$ cat config.mk
export PLATFORM = sky130hd
export DESIGN_NAME = pc_sequencer
export DESIGN_NICKNAME = d
export VERILOG_FILES = /design/src/rtl/pc_sequencer.sv
export SDC_FILE = /design/constraint.sdc
export NUM_CORES = 1
export LEC_CHECK = 0
export CAP_MARGIN = 20
export CORE_MARGIN = 2
export CORE_UTILIZATION = 43
export CTS_CLUSTER_SIZE = 12
export DETAILED_ROUTE_END_ITERATION = 6
export PLACE_DENSITY = 0.81
export SETUP_SLACK_MARGIN = 0.2
export SLEW_MARGIN = 5
export SYNTH_ARGS = -nofsm -noshare
export SYNTH_HDL_FRONTEND = slang
export SYNTH_SLANG_ARGS = --single-unit
export TNS_END_PERCENT = 1
$ cat constraint.sdc
create_clock -name clk -period 3.2 [get_ports clk]
set_input_delay 0.64 -clock clk [delete_from_list [all_inputs] [get_ports clk]]
set_output_delay 0.64 -clock clk [all_outputs]
set_load 0.02 [all_outputs]
$ cat src/rtl/pc_sequencer.sv
// Program-counter sequencer: sequential fetch, jumps, flag-based branches,
// and memory-indirect jumps with a bounded wait and sticky error flags.
module pc_sequencer #(
  parameter int unsigned AW  = 32,
  parameter int unsigned TMO = 16
) (
  input  logic          clk,
  input  logic          rst_n,
  input  logic          ctrl_valid,
  input  logic          Jump,
  input  logic          JumpMem,
  input  logic          BranchZero,
  input  logic          BranchNeg,
  input  logic [AW-1:0] target,
  input  logic          flag_we,
  input  logic          alu_zero,
  input  logic          alu_neg,
  input  logic [AW-1:0] mem_rdata,
  input  logic          mem_rvalid,
  output logic [AW-1:0] pc,
  output logic [AW-1:0] save_pc,
  output logic          stall,
  output logic          ctrl_err,
  output logic          tmo_err
);

  localparam int unsigned CW = (TMO > 1) ? $clog2(TMO) : 1;

  typedef enum logic {
    IDLE = 1'b0,
    WAIT = 1'b1
  } seqState_e;

  seqState_e     state;
  seqState_e     stateNext;
  logic [AW-1:0] pcNext;
  logic [AW-1:0] pcInc;
  logic [CW-1:0] cnt;
  logic [CW-1:0] cntNext;
  logic          ctrlErrNext;
  logic          tmoErrNext;
  logic          flagZ;
  logic          flagN;
  logic [3:0]    ctrlBits;
  logic          multiCtrl;

  // Incremented PC wraps naturally at the AW-bit boundary
  assign pcInc     = pc + AW'(1);
  assign save_pc   = pcInc;
  assign stall     = (state == WAIT);
  assign ctrlBits  = {Jump, JumpMem, BranchZero, BranchNeg};
  assign multiCtrl = |(ctrlBits & (ctrlBits - 4'd1));

  // ALU flags latch on flag_we in any state; branches see the pre-edge values
  always_ff @(posedge clk or negedge rst_n) begin
    if (!rst_n) begin
      flagZ <= 1'b0;
      flagN <= 1'b0;
    end else if (flag_we) begin
      flagZ <= alu_zero;
      flagN <= alu_neg;
    end
  end

  // State register with PC, wait counter and sticky error flags
  always_ff @(posedge clk or negedge rst_n) begin
    if (!rst_n) begin
      state    <= IDLE;
      pc       <= '0;
      cnt      <= '0;
      ctrl_err <= 1'b0;
      tmo_err  <= 1'b0;
    end else begin
      state    <= stateNext;
      pc       <= pcNext;
      cnt      <= cntNext;
      ctrl_err <= ctrlErrNext;
      tmo_err  <= tmoErrNext;
    end
  end

  // Next-state and next-PC selection
  always_comb begin
    stateNext   = state;
    pcNext      = pc;
    cntNext     = cnt;
    ctrlErrNext = ctrl_err;
    tmoErrNext  = tmo_err;
    unique case (state)
      IDLE: begin
        if (ctrl_valid) begin
          if (multiCtrl) ctrlErrNext = 1'b1;
          if (Jump) begin
            pcNext = target;
          end else if (JumpMem) begin
            stateNext = WAIT;
            cntNext   = '0;
          end else if (BranchZero && flagZ) begin
            pcNext = target;
          end else if (BranchNeg && flagN) begin
            pcNext = target;
          end else begin
            pcNext = pcInc;
          end
        end
      end
      WAIT: begin
        // A response on the last allowed cycle still wins over the timeout
        if (mem_rvalid) begin
          pcNext    = mem_rdata;
          stateNext = IDLE;
          cntNext   = '0;
        end else if (cnt == CW'(TMO - 1)) begin
          pcNext     = pcInc;
          tmoErrNext = 1'b1;
          stateNext  = IDLE;
          cntNext    = '0;
        end else begin
          cntNext = cnt + CW'(1);
        end
      end
      default: stateNext = IDLE;
    endcase
  end

endmodule

==> results.json, run 1 <==
{
  "status": "finished clean",
  "initial_core_util_pct": 44.84,
  "grt_max_degree": 42,
  "cts_tree": "done",
  "path_clk_slew_ns": 0.08,
  "firstDrtPassIters": 7,
  "ios": 142,
  "clk_latency_ns": 0.30,
  "ys.warnings.count": 0,
  "diodes": 0,
  "clkPwrFrac_pct": 13.6,
  "drive_gt1_share_pct": 14.26,
  "fin_setup_tns_ns": 0,
  "htreeDepth": 2,
  "intPower_w": 0.001490,
  "drc": 0,
  "core-area_um2": 7292,
  "drtIter0Drc": 342,
  "port_buffers": 141,
  "finalCritPeriodShare_pct": 94.51,
  "drtAntennaViolNets": 0,
  "hold_class": "flip-flop to flip-flop",
  "ff_latch_area_um2": 1026,
  "swShare_pct": 42.67,
  "max_slew_margin_pct": 35.71,
  "antenna_found_initial": 0,
  "cts_sinks": 41,
  "grt_pass1_wl_um": 19980,
  "post_drt_wl_per_cell_um": 18.55,
  "hpwl_um": 9334,
  "viasPerCell": 6.097,
  "syn_area_um2": 3269,
  "p_switching_w": 0.001109,
  "rows": 31,
  "critPathKind": "flip-flop to output pin",
  "fillers": 625,
  "crit_fanout": 6,
  "p_seq_share_pct": 29.4,
  "p_leak_nw": 2.146,
  "cts_buffers": 5,
  "hold_viol_final": 0,
  "syn2layout_area_growth_pct": 56.49,
  "grt.overflow.total": 0,
  "slew_violations": 0,
  "vdd_drop_max_mv": 0.2899,
  "fp.dieW_um": 91.20,
  "combPwrFrac_pct": 57.1,
  "crit_required_ns": 2.56,
  "ys.flop_type": "dfrtp_1",
  "drt-total-wl_um": 12380,
  "synth.yosys.seq_area_share_pct": 31.38,
  "yosys.area.top_type": "dfrtp_1",
  "synthArstFlopShare_pct": 100.0,
  "timing.fmax_ghz": 0.3306,
  "root_buffer": "clkbuf_8",
  "cap_violations": 0,
  "crit_arrival_ns": 2.38,
  "tightest_slew_ns": 0.9644,
  "chipHeight_um": 91.20,
  "synthCells": 403,
  "dieArea_um2": 8317,
  "cts_buffer_depth": 2,
  "post-route-util_pct": 70.16,
  "track_usage_pct": 29.64,
  "multi_input_area_um2": 2143,
  "synthTopCellsByArea": "dfrtp_1 (31%), o21ai_0 (5.1%), nor2_1 (4.6%)",
  "powerDensity_nw_per_um2": 508.0,
  "vias": 4067,
  "ys_types": 62,
  "grt_pass1_vias": 4055,
  "setup_viol": 0,
  "synth_top_area_share_pct": 31.38,
  "syn_avg_cell_area_um2": 8.113,
  "period_needed_ns": 3.024,
  "gp_congestion": 0.8895,
  "nets": 645,
  "clock_skew_ns": 0.007467,
  "cts_hold_buffers": 0,
  "endpoint_kind": "output pin",
  "rsz0062_at_grt": "yes",
  "start_kind": "flip-flop",
  "synth-edff-count": 0,
  "synth_nets": 480,
  "ys_ff_latch": 41
}
[cells in the mapped netlist, drive strengths merged (9+ instances only)]
| master | n |
|---|---|
| a21oi | 14 |
| nand4 | 13 |
| and3 | 9 |
| a22oi | 11 |
| o21ai | 35 |
| xnor2 | 14 |
| xor2 | 12 |
| clkbuf | 19 |
| inv | 11 |
| nand3 | 14 |
| nor2 | 40 |
| nand2 | 37 |
| dfrtp | 41 |
[critical path, stage by stage, from the launching register on]
cell	delay, ns
dfrtp_1	0.43
ha_1	0.20
nand2_1	0.09
or4_4	0.51
or4_4	0.51
nand2_1	0.09
clkdlybuf4s15_2	0.26
[worst paths after layout]
path,startpoint,end,slack [ns],cells after the start
worst max-delay path,pc[1],save_pc[26],0.18,6
worst min-delay path,tmo_err,tmo_err,0.47,1
worst max register to register,stall,pc[12],0.85,6
worst min register to register,tmo_err,tmo_err,0.47,1
max in group asynchronous,rst_n,pc[23],2.11,1
min in group asynchronous,rst_n,flagN,0.50,1
[registers in the layout, summed over array words and instances, names as in the netlist]
name,cells
pc,32
cnt,4
ctrl_err,1
flagN,1
flagZ,1
stall,1
tmo_err,1
[power by group through the flow]
stage               Clock (W)  Combinational, W  Sequential [W]
detailed placement          0           0.00151        0.000765
global placement            0           0.00149        0.000755
CTS                  0.000353           0.00148        0.000758
global route         0.000378           0.00158        0.000777
floorplan                   0          0.000598        0.000893
finish               0.000352           0.00148        0.000763
[cells in the final DEF, fill, tap and decap left out, types with 4 or more instances in the layout]
master / instances
a211oi_1: 4
a21o_1: 5
a21oi_1: 14
a221o_1: 6
a221oi_1: 5
a22o_1: 4
a22oi_1: 11
a31oi_1: 4
a32oi_1: 5
and3_1: 9
and4_1: 4
buf_4: 42
clkbuf_8: 6
clkdlybuf4s50_1: 119
dfrtp_1: 41
dlygate4sd2_1: 14
inv_1: 10
mux2_2: 4
mux2i_1: 4
nand2_1: 37
nand2b_1: 6
nand3_1: 12
nand4_1: 12
nor2_1: 39
nor3_1: 5
o211ai_1: 7
o21ai_0: 33
o2bb2ai_1: 4
o31ai_1: 8
or3_1: 5
or4_4: 4
xnor2_1: 14
xor2_1: 12
[through the flow]
step	area, µm²	hold slack, ns	power [W]	instances	setup WS (ns)
2_1_floorplan	3269	0.3444	0.001491	403	0.2508
3_3_place_gp	5019	0.4527	0.002240	660	0.1332
3_5_place_dp	5019	0.4567	0.002277	660	0.04608
4_1_cts	5121	0.4790	0.002593	667	0.2026
5_1_grt	5116	0.5135	0.002738	667	0.1157
6_report	5116	0.4715	0.002599	667	0.1756
[kinds of logic (layout without fill, tap and decap cells)]
group / after synthesis / count (layout) / synth area share [%]
AND/OR/NAND/NOR: 157 / 157 / 25.49
AO/OA/AOI/OAI: 131 / 131 / 27.98
flip-flops: 41 / 41 / 31.38
buffers and inverters: 37 / 202 / 4.516
XOR/XNOR: 26 / 26 / 6.965
multiplexers: 8 / 8 / 2.602
adder cells (fa/ha/maj): 3 / 3 / 1.071
[timing repair]
item                                    4_1_cts  5_1_grt
endpoints found under the setup margin       23       17
buffers inserted                              0        0
resized for setup                            44        1
[per-layer routing]
layer | routed length, µm | GRT usage, %
met1 | 4920 | 37.42
met2 | 5955 | 49.88
met3 | 1145 | 6.556
met4 | 355 | 10.35
met5 | 0 | 0
[final cells by class]
cell class | count | share of cell area [%]
clock buffer | 7 | 1.687
timing repair buffer | 183 | 33.06
tap | 99 | 2.421
inverter | 12 | 0.8804
multi-input combinational | 325 | 41.89
sequential | 41 | 20.05
(Power assumes the default switching activity.)
==> run 2, diff against run 1 <==
Settings changed: CORE_UTILIZATION 43 to 39, PLACE_DENSITY 0.81 to 0.78.
Clock period 3.2 ns to 2.5 ns, I/O delays scaled along.
==> run 2 against run 1 <==
Effect of this change:
- critical path type unchanged
- critical path depth decreased by 1
- global-route usage down 1.9 points
- largest power group unchanged
- clock skew is 0.0030 ns lower
- wire length is 2.9% higher
- the flow now finishes with violations (negative setup slack)
- flip-flop and latch count unchanged
- design area up 12%
- highest routed layer unchanged
==> results.json, run 2 (same netlist as run 1, synthesis figures left out) <==
{
  "cp_top_family": "simple AND/OR/NAND/NOR gates",
  "post_drt_wl_per_cell_um": 17.51,
  "combPwrFrac_pct": 59.6,
  "rsz0062_at_grt": "yes",
  "cts_tree": "done",
  "drtAntennaViolNets": 0,
  "tightest_slew_ns": 0.7069,
  "critPathKind": "flip-flop to output pin",
  "slew_violations": 0,
  "violations": "negative setup slack",
  "vdd_drop_max_mv": 0.4309,
  "p_seq_share_pct": 25.9,
  "regMostFlops": "pc",
  "final_cell_mix": "clkdlybuf4s50_1 (110), buf_4 (108), nor2_1 (39)",
  "rows": 33,
  "crit_fanout": 4,
  "clkPwrFrac_pct": 14.5,
  "crit_slowest_cell": "or4_4",
  "fp.dieW_um": 95.56,
  "ios": 142,
  "p_leak_nw": 2.520,
  "worst_slack_ns": -0.2268,
  "reg2reg_to": "pc[14]",
  "finalCritPeriodShare_pct": 109.1,
  "final_common_cell": "clkdlybuf4s50_1",
  "port_buffers": 141,
  "place_area_um2": 5459,
  "grt.overflow.total": 0,
  "cts_sinks": 41,
  "root_buffer": "clkbuf_8",
  "start_kind": "flip-flop",
  "dieArea_um2": 9132,
  "drc": 0,
  "largest_reg_flops": 32,
  "max_slew_margin_pct": 52.88,
  "dp_cells": 718,
  "critical-path-max-stage-delay_ns": 0.59,
  "period_needed_ns": 2.727,
  "drtIter0Drc": 285,
  "core-area_um2": 8175,
  "cts_buffer_depth": 2,
  "viasPerCell": 5.736,
  "antenna_found_initial": 0,
  "clock_skew_ns": 0.004443,
  "status": "finished, violations left",
  "crit_arrival_ns": 2.23,
  "largest_registers": "pc: 32 flops, cnt: 4 flops",
  "timing.fmax_ghz": 0.3667,
  "p_switching_w": 0.001489,
  "endpoint_kind": "output pin",
  "path_clk_slew_ns": 0.08,
  "powerDensity_nw_per_um2": 629.3,
  "swShare_pct": 41.28,
  "grt_max_degree": 31,
  "chipHeight_um": 95.56,
  "r2r_start": "pc[3]",
  "gp_congestion": 0.8894,
  "crit_chain": "nand4_4, or4_4, or4_4, xnor2_4, buf_6",
  "clk_latency_ns": 0.30,
  "grt_pass1_vias": 3981,
  "worst-r2r-setup-slack_ns": 0.20,
  "diodes": 0,
  "cts_buffers": 5,
  "vias": 4170,
  "drive_gt1_share_pct": 29.26,
  "final_area_um2": 5731,
  "crit_buf_inv": 1,
  "firstDrtPassIters": 5,
  "final_cell_count_no_fill": 727,
  "rr_worst_depth": 7,
  "intPower_w": 0.002118,
  "initial_core_util_pct": 39.99,
  "crit_required_ns": 2.00,
  "hold_class": "input pin to asynchronous set/reset pin",
  "htreeDepth": 2,
  "track_usage_pct": 27.70,
  "setup_viol": 15,
  "power_w": 0.003606,
  "hold_viol_final": 0,
  "crit_path_frequent_cell": "or4_4",
  "nets": 699,
  "hpwl_um": 9602,
  "drt-total-wl_um": 12730,
  "syn2layout_area_growth_pct": 75.28,
  "cap_violations": 0,
  "grt_pass1_wl_um": 19470
}
-- run 2: worst max-delay path by stage --
stage / from / endpoint / slack (ns) / cells past startpoint
3_3_place_gp: pc[8] / save_pc[28] / -0.37 / 5
5_1_grt: pc[10] / save_pc[28] / -0.28 / 5
3_5_place_dp: pc[10] / save_pc[28] / -0.42 / 5
2_1_floorplan: pc[7] / save_pc[28] / -0.10 / 6
6_report: pc[9] / save_pc[28] / -0.23 / 5
4_1_cts: pc[9] / save_pc[28] / -0.22 / 5
-- run 2: repair_timing --
action / 4_1_cts / 5_1_grt
endpoints found under the setup margin: 30 / 32
resized for setup: 146 / 31
setup buffers: 1 / 1
pin swaps: 11 / 6
hold buffers: 0 / 0
-- run 2: routing by layer --
metal | share of wire, % | global-route usage (%) | up-vias
met5 | 0 | 0 | -
met4 | 2.1 | 9.643 | 0
met3 | 8.4 | 3.636 | 23
met2 | 50 | 47.49 | 204
met1 | 40 | 35.73 | 1993
li1 | - | - | 1950
-- run 2: final cells by class --
type / count / area (µm²)
timing repair buffer: 237 / 2085
fill: 629 / 2445
clock buffer: 5 / 68.82
inverter: 12 / 45.04
multi-input combinational: 325 / 2335
tap: 105 / 131.4
clock inverter: 2 / 35.03
sequential: 41 / 1031
-- run 2: worst reg2reg max path: stages (launching register included) --
cell	delay, ns
dfrtp_1	0.37
nand4_1	0.19
buf_4	0.25
or4_2	0.69
buf_4	0.17
a211oi_1	0.19
o22ai_1	0.10
a211o_1	0.24
-- run 2: metrics by stage --
| step | TNS (ns) | util [%] | hold WS [ns] | worst slack, ns |
|---|---|---|---|---|
| 6_report | -1.417 | 70.09 | 0.2480 | -0.2268 |
| 5_1_grt | -2.329 | 70.09 | 0.3032 | -0.2813 |
| 4_1_cts | -1.517 | 68.87 | 0.2659 | -0.2214 |
| 3_5_place_dp | -4.223 | 66.77 | 0.4592 | -0.4236 |
| 3_3_place_gp | -3.403 | 66.77 | 0.4599 | -0.3734 |
| 2_1_floorplan | -0.2655 | - | 0.2044 | -0.1006 |
-- run 2: power groups by stage --
stage / clock network (W) / registers (W) / logic (W)
5_1_grt: 0.000557 / 0.000950 / 0.00229
6_report: 0.000523 / 0.000935 / 0.00215
4_1_cts: 0.000525 / 0.000928 / 0.00209
3_3_place_gp: 0 / 0.000926 / 0.00207
3_5_place_dp: 0 / 0.000940 / 0.00210
2_1_floorplan: 0 / 0.00115 / 0.000779
==> run 3, diff against run 2 <==
Settings changed: CORE_UTILIZATION 39 to 43, PLACE_DENSITY 0.78 to 0.81.
Clock period 2.5 ns to 2.9 ns, I/O delays scaled along.
==> run 3 against run 2 <==
Effect of this change:
- power is 18% lower
- sequential power fell by 10%
- non-clock buffer count fell by 32
- clock-buffer cell count grew 1
- design area is 6.2% lower
- sequential share of layout area is 1.1 points higher
- cell count down 5.1%
- clock power fell by 29%
- the run now ends clean
- critical endpoint unchanged
==> results.json, run 3 (same netlist as run 1, synthesis figures left out) <==
{
  "p_seq_share_pct": 28.5,
  "dp_slack_ns": -0.07883,
  "p_switching_w": 0.001266,
  "critPathKind": "flip-flop to output pin",
  "vias": 4173,
  "hold_class": "input pin to asynchronous set/reset pin",
  "viasPerCell": 6.048,
  "reg2reg_to": "pc[14]",
  "busiest_layer": "met2",
  "drtAntennaViolNets": 0,
  "path_clk_slew_ns": 0.08,
  "largest_registers": "pc: 32 flops, cnt: 4 flops",
  "r2r_start": "pc[1]",
  "ios": 142,
  "post_drt_wl_per_cell_um": 18.72,
  "hold_viol_final": 0,
  "rsz0062_at_grt": "yes",
  "final_cell_mix": "clkdlybuf4s50_1 (113), buf_4 (70), dfrtp_1 (40)",
  "syn2layout_area_growth_pct": 64.37,
  "crit_arrival_ns": 2.22,
  "start_kind": "flip-flop",
  "antenna_found_initial": 0,
  "drt-total-wl_um": 12920,
  "crit_fanout": 6,
  "diodes": 0,
  "fp.dieW_um": 91.20,
  "timing.fmax_ghz": 0.3568,
  "drive_gt1_share_pct": 22.17,
  "clock_skew_ns": 0.002590,
  "cts_sinks": 41,
  "chipHeight_um": 91.20,
  "gr-usage-met2_pct": 52.35,
  "cts_buffer_depth": 2,
  "cts_buffers": 5,
  "swShare_pct": 43.04,
  "dieArea_um2": 8317,
  "period_needed_ns": 2.803,
  "port_buffers": 141,
  "worst-r2r-setup-slack_ns": 0.51,
  "clkPwrFrac_pct": 12.6,
  "htreeDepth": 2,
  "final_common_cell": "clkdlybuf4s50_1",
  "tightest_slew_ns": 0.9307,
  "grt.overflow.total": 0,
  "rows": 31,
  "status": "finished clean",
  "powerDensity_nw_per_um2": 547.4,
  "slew_violations": 0,
  "grt_pass1_vias": 4087,
  "drc": 0,
  "setup_viol": 0,
  "intPower_w": 0.001676,
  "power_w": 0.002942,
  "drtIter0Drc": 345,
  "clk_latency_ns": 0.30,
  "initial_core_util_pct": 44.84,
  "regMostFlops": "pc",
  "grt_pass1_wl_um": 20300,
  "hpwl_um": 9476,
  "use_met3_pct": 4.730,
  "root_buffer": "clkbuf_8",
  "p_leak_nw": 2.370,
  "max_slew_margin_pct": 37.95,
  "cts_tree": "done",
  "endpoint_kind": "output pin",
  "nets": 667,
  "worst_slack_ns": 0.09739,
  "gp_congestion": 0.9147,
  "vdd_drop_max_mv": 0.3826,
  "crit_required_ns": 2.32,
  "rr_worst_depth": 8,
  "grtUsageMet1_pct": 38.56,
  "post-route-util_pct": 73.70,
  "largest_reg_flops": 32,
  "cap_violations": 0,
  "track_usage_pct": 30.29,
  "finalCritPeriodShare_pct": 96.64,
  "combPwrFrac_pct": 58.9,
  "grt_max_degree": 42,
  "core-area_um2": 7292,
  "firstDrtPassIters": 6
}
==> run 3: routing by layer <==
layer / vias to the layer above / wire length, µm
li1: 1905 / -
met1: 1978 / 5002
met2: 254 / 6377
met3: 36 / 1287
met4: 0 / 250
met5: - / 0
==> run 3: critical path: stages, from the launching register on <==
cell	delay, ns
dfrtp_1	0.41
nand4_4	0.16
or4_4	0.59
or4_4	0.45
xnor2_2	0.15
buf_4	0.16
==> run 3: layout make-up <==
cell class	count	area, µm²
Fill cell	577	1918
Clock buffer	6	72.57
Clock inverter	2	10.01
Inverter	12	45.04
Tap cell	99	123.9
Sequential cell	41	1027
Timing Repair Buffer	205	1842
Multi-Input combinational cell	325	2253
==> run 3: worst max-delay path by stage <==
stage               startpoint           to  slack, ns  depth (start not counted)
CTS                      pc[7]  save_pc[28]       0.02                          5
detailed placement      pc[11]  save_pc[20]      -0.08                          6
floorplan                pc[7]  save_pc[28]       0.12                          6
global route            pc[24]  save_pc[28]       0.03                          5
finish                   pc[9]  save_pc[28]        0.1                          5
global placement         pc[8]  save_pc[28]      -0.02                          5
==> run 3: timing repair <==
| item | in CTS | in global routing |
|---|---|---|
| resized for setup | 92 | 36 |
| setup endpoints to repair | 25 | 22 |
| setup buffers | 1 | 4 |
| gates cloned | 0 | 0 |
| pin swaps | 7 | 4 |
| hold buffers | 0 | 0 |
==> run 3: power groups by stage <==
stage / Combinational, W / Sequential, W / Clock [W]
detailed placement: 0.00172 / 0.000833 / 0
global route: 0.00184 / 0.000854 / 0.000394
global placement: 0.00169 / 0.000821 / 0
floorplan: 0.000662 / 0.000987 / 0
CTS: 0.00169 / 0.000826 / 0.000371
finish: 0.00173 / 0.000838 / 0.000370
==> run 3: stage by stage <==
| step | area (µm²) | std cells | hold slack, ns | TNS (ns) |
|---|---|---|---|---|
| floorplan | 3283 | 403 | 0.2844 | 0 |
| CTS | 5280 | 686 | 0.4386 | 0 |
| global placement | 5160 | 677 | 0.4498 | -0.04792 |
| detailed placement | 5160 | 677 | 0.4636 | -0.2627 |
| finish | 5374 | 690 | 0.4152 | 0 |
| global route | 5374 | 690 | 0.4761 | 0 |
